==> src/rtl/wb_master_burst.sv <==
// Wishbone B4 classic-cycle burst master: single/incrementing bursts with CTI tagging,
// ERR abort, bounded RTY re-issue and a watchdog on an unanswered strobe.
//
// state     | meaning
// IDLE      | waiting for start_rd_i / start_wr_i
// ACTIVE    | CYC_O/STB_O high, waiting for a slave response
// RETRY_GAP | one-cycle bus release after RTY_I, same beat re-issued next
// FINISH    | done_o/status_o valid for one cycle, then back to IDLE
module wb_master_burst #(
    parameter int ADDR_WIDTH     = 32,
    parameter int DATA_WIDTH     = 32,
    parameter int MAX_BEATS      = 8,
    parameter int MAX_RETRIES    = 3,
    parameter int TIMEOUT_CYCLES = 255
) (
    input  logic                          clk_i,
    input  logic                          rst_ni,
    input  logic                          start_rd_i,
    input  logic                          start_wr_i,
    input  logic [$clog2(MAX_BEATS)-1:0]  beats_i,
    input  logic [ADDR_WIDTH-1:0]         addr_i,
    input  logic [DATA_WIDTH/8-1:0]       sel_i,
    input  logic [DATA_WIDTH-1:0]         wdata_i,
    output logic                          wdata_ready_o,
    output logic [DATA_WIDTH-1:0]         rdata_o,
    output logic                          rdata_valid_o,
    output logic                          busy_o,
    output logic                          done_o,
    output logic [1:0]                    status_o,
    input  logic [DATA_WIDTH-1:0]         DAT_I,
    output logic [ADDR_WIDTH-1:0]         ADR_O,
    output logic [DATA_WIDTH-1:0]         DAT_O,
    output logic                          WE_O,
    output logic [DATA_WIDTH/8-1:0]       SEL_O,
    output logic                          STB_O,
    output logic                          CYC_O,
    output logic [2:0]                    CTI_O,
    output logic [1:0]                    BTE_O,
    input  logic                          ACK_I,
    input  logic                          ERR_I,
    input  logic                          RTY_I
);

    localparam int BEAT_W  = $clog2(MAX_BEATS);
    localparam int SEL_W   = DATA_WIDTH / 8;
    localparam int RETRY_W = $clog2(MAX_RETRIES + 1);
    localparam int TMO_W   = $clog2(TIMEOUT_CYCLES + 1);

    localparam logic [RETRY_W-1:0]    RETRY_MAX = RETRY_W'(MAX_RETRIES);
    localparam logic [TMO_W-1:0]      TMO_INIT  = TMO_W'(TIMEOUT_CYCLES - 1);
    localparam logic [ADDR_WIDTH-1:0] ADR_STEP  = ADDR_WIDTH'(SEL_W);
    localparam logic [BEAT_W-1:0]     BEAT_ONE  = BEAT_W'(1);

    localparam logic [2:0] CTI_SINGLE = 3'b000;
    localparam logic [2:0] CTI_INCR   = 3'b010;
    localparam logic [2:0] CTI_END    = 3'b111;

    localparam logic [1:0] ST_OK      = 2'b00;
    localparam logic [1:0] ST_BUS_ERR = 2'b01;
    localparam logic [1:0] ST_RETRY   = 2'b10;
    localparam logic [1:0] ST_TIMEOUT = 2'b11;

    typedef enum logic [1:0] {
        IDLE      = 2'd0,
        ACTIVE    = 2'd1,
        RETRY_GAP = 2'd2,
        FINISH    = 2'd3
    } state_t;

    state_t                 state_q, state_d;
    logic [BEAT_W-1:0]      beats_q, beats_d;
    logic [BEAT_W-1:0]      beat_cnt_q, beat_cnt_d;
    logic [RETRY_W-1:0]     retry_cnt_q, retry_cnt_d;
    logic [TMO_W-1:0]       tmo_cnt_q, tmo_cnt_d;
    logic [ADDR_WIDTH-1:0]  adr_q, adr_d;
    logic [DATA_WIDTH-1:0]  dat_o_q, dat_o_d;
    logic [SEL_W-1:0]       sel_q, sel_d;
    logic                   we_q, we_d;
    logic                   cyc_q, cyc_d;
    logic                   stb_q, stb_d;
    logic [2:0]             cti_q, cti_d;
    logic [DATA_WIDTH-1:0]  rdata_q, rdata_d;
    logic                   rdata_valid_q, rdata_valid_d;
    logic                   done_q, done_d;
    logic [1:0]             status_q, status_d;
    logic                   wrdy;
    logic                   last_beat;
    logic [BEAT_W-1:0]      beat_nxt;

    assign last_beat = (beat_cnt_q == beats_q);
    assign beat_nxt  = beat_cnt_q + BEAT_ONE;

    always_comb begin
        state_d       = state_q;
        beats_d       = beats_q;
        beat_cnt_d    = beat_cnt_q;
        retry_cnt_d   = retry_cnt_q;
        tmo_cnt_d     = tmo_cnt_q;
        adr_d         = adr_q;
        dat_o_d       = dat_o_q;
        sel_d         = sel_q;
        we_d          = we_q;
        cyc_d         = cyc_q;
        stb_d         = stb_q;
        cti_d         = cti_q;
        rdata_d       = rdata_q;
        rdata_valid_d = 1'b0;
        done_d        = 1'b0;
        status_d      = status_q;
        wrdy          = 1'b0;

        unique case (state_q)
            IDLE: begin
                if (start_rd_i || start_wr_i) begin
                    state_d     = ACTIVE;
                    we_d        = !start_rd_i;
                    beats_d     = beats_i;
                    beat_cnt_d  = '0;
                    retry_cnt_d = '0;
                    tmo_cnt_d   = TMO_INIT;
                    adr_d       = addr_i;
                    sel_d       = sel_i;
                    cyc_d       = 1'b1;
                    stb_d       = 1'b1;
                    cti_d       = (beats_i == '0) ? CTI_SINGLE : CTI_INCR;
                    if (!start_rd_i) begin
                        wrdy    = 1'b1;
                        dat_o_d = wdata_i;
                    end
                end
            end

            ACTIVE: begin
                if (ERR_I) begin
                    state_d  = FINISH;
                    cyc_d    = 1'b0;
                    stb_d    = 1'b0;
                    done_d   = 1'b1;
                    status_d = ST_BUS_ERR;
                end else if (RTY_I) begin
                    if (retry_cnt_q == RETRY_MAX) begin
                        state_d  = FINISH;
                        cyc_d    = 1'b0;
                        stb_d    = 1'b0;
                        done_d   = 1'b1;
                        status_d = ST_RETRY;
                    end else begin
                        state_d     = RETRY_GAP;
                        retry_cnt_d = retry_cnt_q + RETRY_W'(1);
                        tmo_cnt_d   = TMO_INIT;
                        cyc_d       = 1'b0;
                        stb_d       = 1'b0;
                    end
                end else if (ACK_I) begin
                    retry_cnt_d = '0;
                    tmo_cnt_d   = TMO_INIT;
                    if (!we_q) begin
                        rdata_d       = DAT_I;
                        rdata_valid_d = 1'b1;
                    end
                    if (last_beat) begin
                        state_d  = FINISH;
                        cyc_d    = 1'b0;
                        stb_d    = 1'b0;
                        done_d   = 1'b1;
                        status_d = ST_OK;
                    end else begin
                        beat_cnt_d = beat_nxt;
                        adr_d      = adr_q + ADR_STEP;
                        cti_d      = (beat_nxt == beats_q) ? CTI_END : CTI_INCR;
                        if (we_q) begin
                            wrdy    = 1'b1;
                            dat_o_d = wdata_i;
                        end
                    end
                end else if (tmo_cnt_q == '0) begin
                    state_d  = FINISH;
                    cyc_d    = 1'b0;
                    stb_d    = 1'b0;
                    done_d   = 1'b1;
                    status_d = ST_TIMEOUT;
                end else begin
                    tmo_cnt_d = tmo_cnt_q - TMO_W'(1);
                end
            end

            // Address, data and CTI are untouched so the same beat goes out again.
            RETRY_GAP: begin
                state_d = ACTIVE;
                cyc_d   = 1'b1;
                stb_d   = 1'b1;
            end

            FINISH: begin
                state_d = IDLE;
            end

            default: begin
                state_d = IDLE;
                cyc_d   = 1'b0;
                stb_d   = 1'b0;
            end
        endcase
    end

    always_ff @(posedge clk_i or negedge rst_ni) begin
        if (!rst_ni) begin
            state_q       <= IDLE;
            beats_q       <= '0;
            beat_cnt_q    <= '0;
            retry_cnt_q   <= '0;
            tmo_cnt_q     <= '0;
            adr_q         <= '0;
            dat_o_q       <= '0;
            sel_q         <= '0;
            we_q          <= 1'b0;
            cyc_q         <= 1'b0;
            stb_q         <= 1'b0;
            cti_q         <= '0;
            rdata_q       <= '0;
            rdata_valid_q <= 1'b0;
            done_q        <= 1'b0;
            status_q      <= '0;
        end else begin
            state_q       <= state_d;
            beats_q       <= beats_d;
            beat_cnt_q    <= beat_cnt_d;
            retry_cnt_q   <= retry_cnt_d;
            tmo_cnt_q     <= tmo_cnt_d;
            adr_q         <= adr_d;
            dat_o_q       <= dat_o_d;
            sel_q         <= sel_d;
            we_q          <= we_d;
            cyc_q         <= cyc_d;
            stb_q         <= stb_d;
            cti_q         <= cti_d;
            rdata_q       <= rdata_d;
            rdata_valid_q <= rdata_valid_d;
            done_q        <= done_d;
            status_q      <= status_d;
        end
    end

    assign wdata_ready_o = wrdy;
    assign rdata_o       = rdata_q;
    assign rdata_valid_o = rdata_valid_q;
    assign busy_o        = (state_q != IDLE);
    assign done_o        = done_q;
    assign status_o      = status_q;
    assign ADR_O         = adr_q;
    assign DAT_O         = dat_o_q;
    assign WE_O          = we_q;
    assign SEL_O         = sel_q;
    assign STB_O         = stb_q;
    assign CYC_O         = cyc_q;
    assign CTI_O         = cti_q;
    assign BTE_O         = 2'b00;

endmodule
==> config.mk <==
export PLATFORM = sky130hd
export DESIGN_NAME = wb_master_burst
export DESIGN_NICKNAME = d
export VERILOG_FILES = /design/src/rtl/wb_master_burst.sv
export SDC_FILE = /design/constraint.sdc
export NUM_CORES = 1
export LEC_CHECK = 0
export ABC_CLOCK_PERIOD_IN_PS = 4000
export CELL_PAD_IN_SITES_DETAIL_PLACEMENT = 0
export CELL_PAD_IN_SITES_GLOBAL_PLACEMENT = 1
export CORE_ASPECT_RATIO = 0.75
export CORE_MARGIN = 2
export CORE_UTILIZATION = 35
export DETAILED_ROUTE_END_ITERATION = 8
export PLACE_DENSITY_LB_ADDON = 0.2
export SLEW_MARGIN = 5
export SYNTH_ARGS = -nofsm -noshare
export SYNTH_HDL_FRONTEND = slang
export SYNTH_SLANG_ARGS = --single-unit
==> constraint.sdc <==
create_clock -name clk_i -period 4 [get_ports clk_i]
set_input_delay 0.8 -clock clk_i [delete_from_list [all_inputs] [get_ports clk_i]]
set_output_delay 0.8 -clock clk_i [all_outputs]
set_load 0.01 [all_outputs]
Yosys cells after proc, flatten, opt, wreduce, memory -nomap -nowiden
Cells that the tools add are included.
{"block": "op_classes", "n_addsub": 4, "eq_ne": 20, "mux": 81, "bitwise_logic": 3, "n_reduce_logical": 18}
{"operator": "32-bit 2-to-1 mux", "n": 12}
{"operator": "32-bit one-hot mux with 2 select lines", "n": 2}
{"operator": "8-bit 2-to-1 mux", "n": 6}
{"operator": "2-bit 2-to-1 mux", "n": 17}
{"operator": "3-bit 2-to-1 mux", "n": 11}
{"operator": "32-bit by 3-bit adder with 32-bit output, second input constant", "n": 1}
{"operator": "1-bit 2-to-1 mux", "n": 26}
{"operator": "8-bit one-hot mux with 2 select lines", "n": 1}
{"operator": "5-bit AND reduction", "n": 3}
{"operator": "2-bit inequality test, second input constant", "n": 7}
{"operator": "3-bit one-hot mux with 2 select lines", "n": 2}
{"operator": "5-bit inequality test, second input constant", "n": 2}
{"operator": "8-bit logical NOT", "n": 1}
{"operator": "2-bit one-hot mux with 4 select lines", "n": 1}
{"operator": "4-bit AND reduction", "n": 2}
{"operator": "8-bit AND reduction", "n": 1}
{"operator": "8-bit by 1-bit subtractor with 8-bit output, second input constant", "n": 1}
{"operator": "2-bit == test, second input constant", "n": 3}
{"operator": "3-bit == test", "n": 2}
{"operator": "3-bit inequality test, second input constant", "n": 2}
{"operator": "6-bit AND reduction", "n": 1}
{"operator": "4-bit by 1-bit inequality test with 1-bit output, second input constant", "n": 1}
{"operator": "4-bit inequality test, second input constant", "n": 1}
{"operator": "2-bit one-hot mux with 2 select lines", "n": 1}
{"operator": "16 further kinds", "n": 19}
{"block": "totals", "regBits": 127, "input_bits": 110, "word_cells": 141}

Depth between registers and ports, before layout
Gate-level depths: netlist (run 1).
{"block": "logic_depth", "word_depth": 8, "ltp_mapped": 7}

Least setup slack after synthesis (run 1)
OpenSTA, ideal clock, no wires.
{"block": "synth_timing", "kind": "input to output", "start": "input port ERR_I", "end": "output port wdata_ready_o", "arrival_ns": 2.085, "setup_slack_ns": 1.115, "cell_stages": 5, "n_path_buf": 1, "path_cell_list": "or3b_2 a311oi_2 a21oi_1 buf_2 inv_1"}
{"block": "synth_via", "elab_chain_cells": 2}
{"item": "start, declared", "line_no": "40", "rtl": "input logic ERR_I,"}
{"item": "1-bit 2-to-1 mux", "line_no": "134", "rtl": "if (ERR_I) begin"}
{"item": "1-bit one-hot mux with 2 select lines", "line_no": "112", "rtl": "unique case (state_q)"}
{"item": "end, declared", "line_no": "24", "rtl": "output logic wdata_ready_o,"}
Every way passes these cells.

Worst setup path after layout (run 1)
Ends and elaborated chain as after synthesis.

==> results.md, run 1 <==
Logic synthesis:
- The synthesized design contains 0 enable-type register cells.
- After Yosys synthesis, and, or, nand and nor cells account for 20.8% of the synthesized area.
- The number of synthesized register bits is 126.
- The mapped netlist covers 0.00584 mm².
- The most used flip-flop cell after synthesis is dfrtp_1.
- In the synthesized netlist, mux cells make up 7.27% of the area.
- The arithmetic-cell share of the synthesized area counting full adders, half adders and majority gates is 1.07%.
- Of all flip-flops after synthesis, the portion carrying an async set or reset was 100%.
- After synthesis, the largest family of logic cells by area is simple AND/OR/NAND/NOR gates.
- Synthesis produced 606 cells.
- Ranked by instance count, the synthesized netlist is headed by nand2_1, dfrtp_1, nor2_1.
- After synthesis, flip-flops and latches occupy 54.0% of the total area.
- After synthesis, the cell types taking the most area are dfrtp_1, nand2_1, mux2_2.
- The number of different library cells in the post-synthesis netlist is 57.
- The top-area cell type share of the netlist area is 54.0%.
- The fraction of the mapped netlist area in compound gates is 11.6%.
- The area share of xor/xnor cells in the synthesized design is 1.65%.
- A synthesized cell averages 9.63 µm².
- The number of warnings issued by yosys is 0.
- The biggest area contributor in the post-synthesis netlist is dfrtp_1.
- By instance count, the leading cell after synthesis is nand2_1.

Clock network:
- Buffers inserted during clock tree synthesis total 17.
- The clock input transition at the sequential cells of the worst setup and hold paths is 0.06 ns.
- The total number of H-tree levels is 4.
- After clock tree synthesis, the repair step resized 0 gates.
- Clock tree synthesis found a total of 126 sinks.
- TritonCTS built the clock tree.
- Clock tree synthesis selected as its root buffer the cell clkbuf_16.
- The maximum root-to-sink buffer count is 2.
- For the worst-skew pair, the clock arrives at the later sink with an insertion delay of 0.43 ns.
- After clock tree synthesis, the setup repair step added 0 buffers.
- For this design, the CTS-stage hold fixing added 0 buffers.

Layout:
- The final layout contains 941 nets.
- The share of final-layout standard cells stronger than drive strength 1 is 11.0%.
- With fillers left out, the area of the finished cells amounts to 0.00886 mm².
- The layout has 1,488 filler cells.
- Compared with the post-synthesis result, the final layout area differs by 51.9%.
- The finished layout holds 1,050 standard cells, fillers aside.
- Cells fill 54.8% of the core in the end.

Placement:
- The final weighted congestion in routability-driven placement is 0.781.
- The post-place setup slack is 0.316 ns.
- The count of placed standard cells including taps is 1,017.
- The estimated wirelength of the detail-placed design is 12,500 µm.
- Input and output buffers added on the ports amount to 221.
- The area of placed instances is 0.00828 mm².

Timing:
- Setup violations remaining at the end of the flow were counted as 0.
- The clock skew is 0.00967 ns.
- Setup repair after global routing left no endpoint under its margin.
- The worst path uses 91.7% of the clock period.
- Headroom to the max-slew limit came out at 19.0%.
- The time the worst path needs with I/O delays and setup is 3.67 ns.
- The worst path meets setup with 0.333 ns of slack.
- The count of pins over their slew limit was 0.
- Setup total negative slack on the finished layout was measured at 0 ns.
- The worst-margin pin slew is 1.20 ns.
- The highest clock rate is 273 MHz.
- The number of endpoints with negative hold slack in the final report was 0.

Min path:
- The hold path startpoint is rdata_o[20].
- The end point of the most critical hold path is rdata_o[20].
- The worst hold path depth is 2.
- The worst hold path class is flop to flop.

Critical path:
- Among all stages on the critical path, the largest delay is contributed by clkdlybuf4s50_1.
- STA classifies the critical path startpoint as an input pin.
- The startpoint of the worst register-to-register path is beat_cnt_q[2].
- At the worst endpoint, the arrival time is 2.87 ns.
- The critical path goes through clkdlybuf4s50_1 > or3b_2 > a311oi_2 > a21oi_4 > inv_1 > clkdlybuf4s50_1.
- The type of the setup path with the least slack is input pin to output port.
- The most frequent cell on the critical path is clkdlybuf4s50_1.
- The type of destination of the critical path is an output port.
- The endpoint of the most critical register-to-register path is ADR_O[11].
- The data required time of the worst path is 3.20 ns.
- The worst setup slack for register-to-register paths is 1.37 ns.
- The largest driver fanout on the critical path is 3.
- The depth of the worst register-to-register path is 6.
- The largest single stage delay on the critical path is 0.54 ns.

Global route:
- The total congestion overflow is 0.
- The layer flagged by global routing as most heavily used is met2.
- The pin count of the biggest net entering global routing is 73.
- The number of global-route vias before repair is 5,370.
- Global routing used 30.9% of the available met2 tracks.
- The met3 capacity usage during global routing is 7.18%.
- In the global route stage, overall resource usage came out at 20.1%.
- The number of antenna violations at the first check in global routing is 1.
- The first global-routing pass estimated 27,900 µm of wire.
- The met1 track demand over resource in global routing is 26.3%.

Routing:
- The post-detailed-route wirelength per cell is 16.6 µm.
- The total wire length is 17,400 µm.
- The detailed router finished its first iteration with 338 violations.
- Dividing the detail-routed via count by the number of cells gives 5.00.
- The first-pass iteration count of the detailed router is 5.
- Once detail routing completed, the nets flagged for antenna violations numbered 0.
- The detailed-route DRC error count is 0.
- The vias after detailed routing is 5,250.

Power and ir drop:
- The fraction of power consumed by sequential logic is 33.8%.
- IR analysis of the VDD net gives a maximum drop of 367 µV.
- The internal power of the cells totals 4.41 mW.
- The part of the power in combinational logic is 44.2%.
- The leakage component of the power is 3.80 nW.
- Dividing total power by cell area gives a power density of 782 mW/mm².
- The power spent charging and discharging nets is 2.52 mW.
- Of the total power, the share spent switching nets is 36.4%.
- Per report_power, the clock group accounts for 22.0% of the total.

Floorplan:
- Measured along the x axis, the die boundary spans 153 µm.
- The die covers 0.0177 mm².
- 224 I/O pins were placed.
- The row count is 40.
- For this configuration, the core starts out at a cell density of 36.1%.
- The placeable core region is 0.0162 mm².
- The die span in y is 116 µm.

Job:
- The tool flagged a number of max-cap violations equal to 0.

Run status:
- The flow ran to the end, and the final reports show no timing, DRC or antenna violations.
## power groups by stage
stage          Combinational (mW)  Sequential (mW)  Clock [mW]
2_1_floorplan                1.28             2.50           0
3_3_place_gp                 3.02             2.32           0
3_5_place_dp                 3.08             2.36           0
5_1_grt                      3.36             2.43        1.62
6_report                     3.07             2.34        1.52
4_1_cts                      3.10             2.35        1.56
## critical path, delay by kind of cell
| family | cells | cell delay (ns) |
|---|---|---|
| buf+inv | 3 | 1.09 |
| compound gates | 2 | 0.47 |
| simple gates | 1 | 0.50 |
## metrics by stage
| stage | total power, mW | hold slack, ns |
|---|---|---|
| 3_5_place_dp | 5.43 | 0.463 |
| 4_1_cts | 7.00 | 0.478 |
| 3_3_place_gp | 5.34 | 0.458 |
| 2_1_floorplan | 3.78 | 0.463 |
| 5_1_grt | 7.41 | 0.495 |
| 6_report | 6.93 | 0.473 |
## worst max path at each step
stage | startpoint | slack [ns] | cells after the start | to
after floorplan | ERR_I | 1.11 | 5 | wdata_ready_o
after global placement | ERR_I | 0.36 | 6 | wdata_ready_o
after detailed placement | ERR_I | 0.32 | 6 | wdata_ready_o
after CTS | ERR_I | 0.31 | 6 | wdata_ready_o
after global routing | ERR_I | 0.25 | 6 | wdata_ready_o
final | ERR_I | 0.33 | 6 | wdata_ready_o
## registers in the layout, indices dropped and copies added, names as in the netlist
name and cells:
SEL_O 4, rdata_o 32, beat_cnt_q 3, beats_q 3, DAT_O 32, status_o 2
done_o 1, ADR_O 32, rdata_valid_o 1, tmo_cnt_q 8, WE_O 1, state_q 2
STB_O 1, retry_cnt_q 2, CTI_O 2
## metal layers
layer  up-vias  share of wire (%)
li1       2549                  -
met1      2512                 44
met2       166                 46
met3        23                7.9
met4         0                1.8
met5         -                  0
## cell usage in the layout (no fill, tap or decap), types with 11 or more instances in the layout
cell type,instances
o22ai_1,11
nor2_1,37
dfrtp_1,126
clkbuf_16,17
nand2_1,161
nor3_1,12
nand4_1,16
buf_4,14
inv_1,14
nand3_1,14
a21oi_1,32
o21ai_0,18
clkdlybuf4s50_1,220
mux2_2,35
## kinds of logic after synthesis
logic type | Yosys count
fa+ha+maj | 5
compound gates | 103
flops | 126
simple gates | 274
xor+xnor | 11
mux | 38
buf+inv | 48
other cells | 1
## layout make-up
class	instances	area, µm²	share of cell area, %
clock inverters	14	144	1.62
diodes	1	2.50	0.0282
flip-flops and latches	126	3150	35.6
clock buffers	18	439	4.95
inverters	14	52.6	0.593
well taps	210	263	2.96
repair buffers	234	2310	26.0
multi-input cells	433	2500	28.2
No activity file was read; power rests on OpenSTA's default activity.
==> inputs of run 2 (changes only) <==
- CTS_BUF_LIST: not set -> sky130_fd_sc_hd__clkbuf_16
- PLACE_DENSITY: not set -> 0.93
- PLACE_DENSITY_LB_ADDON: 0.2 -> not set
==> results.md, run 2 (synthesized netlist as in run 1, its figures left out) <==
Floorplan:
- The row count is 40.
- The die span in y is 116 µm.
- The width of the die is 153 µm.
- After floorplanning, the core was sized to cover 0.0162 mm².
- The die covers 0.0177 mm².
- The initial core utilization is 36.1%.
- The top-level I/O count is 224.

Power and ir drop:
- The total power divided by cell area is 777 mW/mm².
- The internal power of the cells totals 4.38 mW.
- The total power is 6.86 mW.
- The clock network power share is 21.3%.
- The worst ir drop on vdd is 342 µV.
- The power spent charging and discharging nets is 2.49 mW.
- Of the total power, combinational logic draws 44.6%.
- For this design the static power due to leakage is 3.79 nW.
- The fraction of power consumed by sequential logic is 34.1%.
- In this run switching power makes up 36.2% of total power.

Placement:
- The number of buffers inserted by port buffering is 221.
- The area of placed instances is 0.00828 mm².
- The final weighted congestion in routability-driven placement is 0.876.
- Counting tap cells, the placed design contains a total of 1,015 instances.
- The estimated wirelength of the detail-placed design is 12,000 µm.

Routing:
- After detailed routing, the number of remaining DRC violations is 0.
- The number of violations reported at the end of detailed-routing iteration 0 is 344.
- Once detail routing completed, the nets flagged for antenna violations numbered 0.
- The number of vias per cell after detailed routing is 5.03.
- The total wire length is 16,900 µm.
- The first detailed-routing pass ran for 5 iterations.
- The post-detailed-route wirelength per cell is 16.1 µm.
- The vias after detailed routing is 5,269.

Layout:
- The count of cells in the finished layout, fillers not included, comes to 1,047.
- The area growth from synthesis to layout is 51.4%.
- After routing the design area is 0.00883 mm².
- The most frequent standard cell in the layout excluding fill and tap cells is clkdlybuf4s50_1.
- The number of antenna diodes in the final layout is 0.
- The library cells used most frequently in the layout, excluding fill and tap cells, are clkdlybuf4s50_1, nand2_1, dfrtp_1, nor2_1, mux2_2.
- At the end of the flow, the number of nets in the layout was 939.
- The final core area utilization is 54.7%.
- The share of final-layout standard cells stronger than drive strength 1 is 10.3%.

Timing:
- Setup violations remaining at the end of the flow were counted as 0.
- Derived from the worst setup path, the maximum achievable clock frequency is 279 MHz.
- The worst pin sits at a relative slew slack of 21.9%.
- The part of the cycle the worst path needs is 89.6%.
- The final sum of negative setup slack is 0 ns.
- The count of pins over their slew limit is 0.
- Setup repair after global routing left no endpoint under its margin.
- The clock skew is 0.00830 ns.
- The number of endpoints with negative hold slack in the final report came to 0.
- The worst-margin pin slew is 1.16 ns.
- The routed design could run at a clock period as short as 3.58 ns.

Global route:
- Global routing finished with a remaining overflow of 0.
- The wire length of the first global-routing pass is 26,500 µm.
- In the global route stage, overall resource usage came out at 18.8%.
- The number of global-route vias before repair is 5,007.
- The number of antenna violations at the first check in global routing is 0.
- The pin count of the biggest net entering global routing is 84.

Critical path:
- The data arrival time of the worst path is 2.78 ns.
- The depth of the worst register-to-register path is 6.
- The startpoint of the worst register-to-register path is beat_cnt_q[2].
- The type of the setup path with the least slack is input pin to output port.
- Of all nets on the critical path, the largest fanout is 3.
- STA classifies the critical path endpoint as an output port.
- Across all register-to-register paths, the minimum setup slack is 1.38 ns.
- The data required time of the worst path is 3.20 ns.
- The startpoint kind of the worst setup timing path is an input pin.
- The worst register-to-register path ends at ADR_O[11].

Clock network:
- For the worst-skew pair, the clock arrives at the later sink with an insertion delay of 0.41 ns.
- The number of buffers created by CTS is 17.
- After clock tree synthesis, the clock-pin slew on the worst setup and hold paths is 0.05 ns.
- The clock passes through at most 2 buffers.
- The TritonCTS clock tree is yes.
- Buffers inserted to repair hold after CTS numbered 0.
- CTS saw 126 sinks.
- Once the clock tree was built, the resizer swapped 0 gates to a different size.
- The H-tree generated during clock tree synthesis spans 4 levels.
- The tree is rooted in a clkbuf_16.
- The post-CTS setup buffer count is 0.

Run status:
- The flow ran to the end, and the final reports show no timing, DRC or antenna violations.

Job:
- Max-cap violations in this run came to 0.

Min path:
- The worst hold path class is input pin to async pin.
-- run 2: how the worst max path moves through the flow --
stage | start | to | slack (ns) | cells past startpoint
after global placement | ERR_I | wdata_ready_o | 0.40 | 6
after detailed placement | ERR_I | wdata_ready_o | 0.41 | 6
after global routing | ERR_I | wdata_ready_o | 0.30 | 6
after CTS | ERR_I | wdata_ready_o | 0.40 | 6
after floorplan | ERR_I | wdata_ready_o | 1.11 | 5
final | ERR_I | wdata_ready_o | 0.42 | 6
-- run 2: power groups by stage --
stage | Combinational (mW) | Clock (mW) | Sequential, mW
after floorplan | 1.28 | 0 | 2.50
after global placement | 3.02 | 0 | 2.33
after detailed placement | 3.07 | 0 | 2.35
after CTS | 3.08 | 1.50 | 2.34
after global routing | 3.34 | 1.55 | 2.42
final | 3.06 | 1.46 | 2.34
-- run 2: routing by layer --
| layer | track usage (%) | routed length (µm) | up-vias |
|---|---|---|---|
| li1 | - | - | 2541 |
| met1 | 25.9 | 7460 | 2518 |
| met2 | 28.1 | 7740 | 191 |
| met3 | 6.96 | 1460 | 19 |
| met4 | 5.56 | 232 | 0 |
| met5 | 0 | 0 | - |
-- run 2: metrics by stage --
step	hold slack, ns	setup slack (ns)
2_1_floorplan	0.463	1.11
3_3_place_gp	0.457	0.403
3_5_place_dp	0.461	0.406
4_1_cts	0.471	0.397
5_1_grt	0.491	0.301
6_report	0.418	0.416
-- run 2: cell type report --
class | count | area [µm²]
fill | 1448 | 7330
inverter | 14 | 52.6
timing repair buffer | 232 | 2310
multi-input combinational | 433 | 2500
clock inverter | 15 | 130
tap | 210 | 263
clock buffer | 17 | 425
sequential | 126 | 3150
-- run 2: critical path: stages --
cell,delay (ns)
clkdlybuf4s50_1,0.46
or3b_2,0.50
a311oi_2,0.32
a21oi_4,0.12
inv_1,0.06
clkdlybuf4s50_1,0.52
==> inputs of run 3 (changes only) <==
- SETUP_SLACK_MARGIN: not set -> 0.15
==> results of run 3 <==
Final layout, timing and power as in run 2 (identical DEF).
